===== src/rtl/scan_loader.sv =====
// Scan-chain master: shifts a byte stream MSB-first into the selected pattern buffer
// and returns the displaced old contents as a byte stream.
`timescale 1ns/1ps
module scan_loader #(
  parameter int unsigned buffer_size  = 22,
  parameter int unsigned buffer_width = 8,
  parameter int unsigned addr_width   = 3
) (
  input  logic                    clk,
  input  logic                    rst,
  input  logic                    start,
  input  logic [addr_width-1:0]   buf_addr,
  output logic                    busy,
  output logic                    done,
  input  logic [buffer_width-1:0] din,
  input  logic                    din_valid,
  output logic                    din_ready,
  output logic [buffer_width-1:0] dout,
  output logic                    dout_valid,
  output logic                    ssel,
  output logic [addr_width-1:0]   saddr,
  output logic                    sin,
  input  logic                    sout
);

  localparam int unsigned ByteCntW = $clog2(buffer_size + 1);
  localparam int unsigned BitCntW  = $clog2(buffer_width + 1);

  typedef enum logic [1:0] {StIdle, StWaitByte, StShift, StDone} state_e;

  state_e                  state_q, state_d;
  logic [ByteCntW-1:0]     byte_cnt_q;
  logic [BitCntW-1:0]      bit_cnt_q;
  logic [buffer_width-1:0] shift_q;
  logic [buffer_width-2:0] cap_q;
  logic [buffer_width-1:0] cap_next;
  logic [buffer_width-1:0] dout_q;
  logic                    dout_valid_q;
  logic [addr_width-1:0]   saddr_q;
  logic                    last_bit;
  logic                    last_byte;

  // First bit out of the chain lands in the MSB of the returned byte.
  assign cap_next  = {cap_q, sout};
  assign last_bit  = (bit_cnt_q == BitCntW'(buffer_width - 1));
  assign last_byte = (byte_cnt_q == ByteCntW'(buffer_size - 1));

  always_ff @(posedge clk) begin
    if (rst) begin
      state_q <= StIdle;
    end else begin
      state_q <= state_d;
    end
  end

  always_comb begin
    state_d = state_q;
    unique case (state_q)
      StIdle:     if (start) state_d = StWaitByte;
      StWaitByte: if (din_valid) state_d = StShift;
      StShift:    if (last_bit) state_d = last_byte ? StDone : StWaitByte;
      StDone:     state_d = StIdle;
      default:    state_d = StIdle;
    endcase
  end

  always_ff @(posedge clk) begin
    if (rst) begin
      byte_cnt_q   <= '0;
      bit_cnt_q    <= '0;
      shift_q      <= '0;
      cap_q        <= '0;
      dout_q       <= '0;
      dout_valid_q <= 1'b0;
      saddr_q      <= '0;
    end else begin
      dout_valid_q <= 1'b0;
      unique case (state_q)
        StIdle: begin
          if (start) begin
            saddr_q    <= buf_addr;
            byte_cnt_q <= '0;
          end
        end
        StWaitByte: begin
          if (din_valid) begin
            shift_q   <= din;
            bit_cnt_q <= '0;
          end
        end
        StShift: begin
          shift_q   <= shift_q << 1;
          cap_q     <= cap_next[buffer_width-2:0];
          bit_cnt_q <= bit_cnt_q + 1'b1;
          if (last_bit) begin
            dout_q       <= cap_next;
            dout_valid_q <= 1'b1;
            byte_cnt_q   <= byte_cnt_q + 1'b1;
          end
        end
        default: ;
      endcase
    end
  end

  always_comb begin
    busy       = (state_q == StWaitByte) || (state_q == StShift);
    done       = (state_q == StDone);
    din_ready  = (state_q == StWaitByte);
    ssel       = (state_q == StShift);
    sin        = (state_q == StShift) & shift_q[buffer_width-1];
    dout       = dout_q;
    dout_valid = dout_valid_q;
    saddr      = saddr_q;
  end

endmodule


===== config.mk =====
export PLATFORM = sky130hd
export DESIGN_NAME = scan_loader
export DESIGN_NICKNAME = d
export VERILOG_FILES = /design/src/rtl/scan_loader.sv
export SDC_FILE = /design/constraint.sdc
export NUM_CORES = 1
export LEC_CHECK = 0
export CAP_MARGIN = 20
export CORE_ASPECT_RATIO = 1.1
export CORE_UTILIZATION = 50
export DETAILED_ROUTE_END_ITERATION = 6
export PLACE_DENSITY_LB_ADDON = 0.15
export SYNTH_ARGS = -nofsm -noshare
export SYNTH_HDL_FRONTEND = slang
export SYNTH_SLANG_ARGS = --single-unit
export TNS_END_PERCENT = 100

===== constraint.sdc =====
create_clock -name clk -period 5 [get_ports clk]
set_input_delay 1.25 -clock clk [delete_from_list [all_inputs] [get_ports clk]]
set_output_delay 1.25 -clock clk [all_outputs]
set_load 0.02 [all_outputs]

==> tab_implementation.tex <==
\begin{tabular}{lr}
\hline
Metric & Value \\
\hline
\multicolumn{2}{l}{\textbf{Run status}} \\
Result of the run & finished, violations left \\
Failing checks & design-rule violations \\
\multicolumn{2}{l}{\textbf{STA}} \\
Slew at the pin closest to its max-slew limit & 0.937 ns \\
Total Negative Setup Slacks & 0 ns \\
Final clock period utilization by the worst path & 0.730 \\
Final count of negative-setup-slack endpoints & 0 \\
Maximum frequency from static timing analysis & 274 MHz \\
Final Hold Fails & 0 \\
Worst slew slack as a fraction of its limit & 0.373 \\
Setup repair after global routing missed its margin & no \\
Final count of pins violating max slew & 0 \\
Clock skew after layout & 0.0107 ns \\
Worst Hold Margin & about 0.46 ns \\
Minimum clock period & $\sim$3.6 ns \\
\multicolumn{2}{l}{\textbf{GRT}} \\
Total routing resource utilization after global routing & 0.207 \\
Initial antenna violation count & 0 \\
Wire length of the first global-routing pass & slightly below 6000 um \\
Final global-route overflow total & 0 \\
Maximum number of pins on one net before global-route repair & 39 \\
Vias in the first global route & roughly 1400 \\
\multicolumn{2}{l}{\textbf{Floorplanning}} \\
Die height & $\sim$63 um \\
Die W & 57.4 um \\
I/O pin total & 33 \\
Std-Cell Rows & 21 \\
Initial core utilization & 0.541 \\
Die area & 0.00362 sq mm \\
Core outline area & 0.00313 sq mm \\
\multicolumn{2}{l}{\textbf{Clock tree}} \\
\# H-tree levels & 2 \\
Clock tree from TritonCTS & built \\
Root Buffer Master & clkbuf\_4 \\
Number of buffers inserted by hold repair at cts & 0 \\
Clock sinks & 38 \\
Clk buf depth & 2 \\
Number of buffers added for setup after CTS & 0 \\
Clock buffer count from CTS & 5 \\
Clock slew at the register clock pins of the worst setup and hold paths & 0.11 ns \\
Post-CTS Resized & 0 \\
Insertion delay to the later sink of the worst-skew pair & $\sim$0.34 ns \\
\multicolumn{2}{l}{\textbf{Route}} \\
Detailed router's first-iteration violation count & 45 \\
Number of iterations in the first detailed-routing pass & 6 \\
Wire length per cell after detailed routing & around 13 um \\
DR vias/cell & approximately 5.6 \\
Number of routed nets with antenna violations & 0 \\
Number of vias after detailed routing & approximately 1400 \\
Post-Route WL & between 3000 and 4000 um \\
DRC & 2 \\
\multicolumn{2}{l}{\textbf{Worst setup path}} \\
Critical path capture point type & output port \\
Critical path origin & state\_q[0] \\
Required time of the worst setup path & roughly 3.8 ns \\
Crit Path Max Fanout & 22 \\
Type of the worst setup path & flip-flop to output port \\
Worst EP arrival & 2.40 ns \\
Startpoint of the worst-slack reg-to-reg timing path & state\_q[0] \\
Crit path launch type & flip-flop \\
\multicolumn{2}{l}{\textbf{Hold path}} \\
Origin of the worst min-delay path & dout[2] \\
Path type of the worst min-delay path & flip-flop to flip-flop \\
\multicolumn{2}{l}{\textbf{Power}} \\
Share of power burned in combinational logic & 0.356 \\
Power spent charging and discharging nets & between 300 and 400 uW \\
Pwr/cell area & 436 mW/mm\^{}2 \\
Fraction of power spent switching nets & 0.341 \\
Total internal power & 600 uW \\
Sequential power share & 0.411 \\
Part of the total power dissipated in the clock network & 0.233 \\
Maximum ir drop on the vdd rail & around 310 uV \\
Lkg Pwr & just over 0.7 nW \\
\multicolumn{2}{l}{\textbf{Yosys}} \\
Count of yosys warnings during synthesis & 0 \\
Syn\_area\_per\_cell & roughly 9 sq um \\
Count of different cell masters after synthesis & 30 \\
Cells after synthesis & $\sim$190 \\
FF+latch count, synth & 38 \\
Sequential area share after synthesis & 0.450 \\
Area of the mapped netlist & roughly 0.0017 sq mm \\
Nets in the synthesized netlist & between 200 and 250 \\
\multicolumn{2}{l}{\textbf{Cells and area}} \\
Area growth, synth to finish & 23.6\% \\
Post-route cell area & $\sim$0.0021 sq mm \\
Final net count & about 240 \\
Number of inserted diodes & 0 \\
Fraction of final layout cells sized beyond drive strength 1 & 0.0685 \\
Utilization after layout & 0.668 \\
\multicolumn{2}{l}{\textbf{Place}} \\
Count of port buffers added during placement & 32 \\
Post-detailed-placement cell area & approximately 0.002 sq mm \\
Routability-driven placement congestion ratio & a little over 0.7 \\
Post-detailed-placement half-perimeter wirelength & about 2500 um \\
\multicolumn{2}{l}{\textbf{Job}} \\
MaxCap Viol Count & 0 \\
\hline
\end{tabular}
power groups by stage:
stage	sequential (mW)	combinational, mW	clock (mW)
finish	0.374	0.324	0.212
global route	0.380	0.364	0.230
CTS	0.375	0.328	0.217
detailed placement	0.382	0.326	0
global placement	0.377	0.312	0
floorplan	0.380	0.233	0
layout make-up:
class                      instances  area (sq um)
fill                             273          1040
timing repair buffer              34           335
inverter                           5          18.8
tap                               34          42.5
sequential                        38           761
multi-input combinational        135           851
clock inverter                     1          30.0
clock buffer                       6          51.3
flip-flops by register name, indices dropped and copies added (netlist names):
| name | flops |
|---|---|
| shift_q | 8 |
| bit_cnt_q | 4 |
| dout_valid | 1 |
| saddr | 3 |
| dout | 8 |
| state_q | 2 |
| byte_cnt_q | 5 |
| cap_q | 7 |
logic make-up after synthesis:
kind of cell,count (synthesis),share of synthesized area
AO/OA/AOI/OAI,37,0.132
flip-flops,38,0.450
adder cells (fa/ha/maj),8,0.0592
buffers and inverters,16,0.0466
multiplexers,18,0.108
AND/OR/NAND/NOR,72,0.204
synthesized netlist by cell type:
cell	n	area, sq um
buf_6	2	22.5
mux2i_1	16	160
nor3_1	3	15.0
or2_2	1	6.26
a21oi_1	15	75.1
ha_1	8	100
nor2_1	24	90.1
a211oi_1	9	67.6
nand3b_1	1	7.51
a22oi_1	1	7.51
buf_2	3	15.0
nand2_1	22	82.6
or4_1	2	15.0
nand3_1	9	45.0
nor4_1	1	6.26
nor2b_1	2	12.5
and2_1	1	6.26
a31oi_1	3	18.8
buf_1	2	7.51
mux2_2	2	22.5
and2_2	1	7.51
and4b_1	2	20.0
o21ai_0	5	25.0
nand4b_1	1	8.76
nand2b_4	1	13.8
dfxtp_1	38	761
inv_1	5	18.8
o211ai_1	4	30.0
clkbuf_1	4	15.0
or3_2	1	7.51
per-layer routing:
metal | vias to the layer above | GRT usage | part of all wire
met1 | 656 | 0.248 | 0.45
met2 | 21 | 0.352 | 0.50
met3 | 7 | 0.0455 | 0.032
li1 | 721 | - | -
met4 | 0 | 0.0854 | 0.016
met5 | - | 0 | 0
final timing paths:
| path | cells past startpoint | slack (ns) | endpoint |
|---|---|---|---|
| setup / recovery | 5 | 1.35 | sin |
| hold / removal | 2 | 0.46 | dout[2] |
| setup reg to reg | 7 | 2.32 | byte_cnt_q[3] |
| hold reg to reg | 2 | 0.46 | dout[2] |
metrics by stage:
stage | cells | power, mW | setup slack, ns
final | 253 | 0.911 | 1.35
after global routing | 253 | 0.975 | 1.17
after CTS | 253 | 0.919 | 1.32
after detailed placement | 246 | 0.708 | 1.74
after global placement | 246 | 0.690 | 1.79
after floorplan | 189 | 0.613 | 2.15
critical path, stage by stage, from the launching register on:
cell and delay (ns):
dfxtp_1 0.37, inv_1 0.13, ha_1 0.45, buf_4 0.35
and2_1 0.16, clkdlybuf4s50_1 0.59
cell usage in the layout (no fill, tap or decap), drive strengths merged, types with 3 or more instances in the layout:
master	count
a31oi	3
o211ai	4
a21oi	15
mux2i	16
nand3	9
nor3	3
clkdlybuf4s50	32
o21ai	5
nand2	22
inv	5
a211oi	9
ha	8
nor2	24
dfxtp	38
clkbuf	6
No activity file was read; power rests on OpenSTA's default activity.
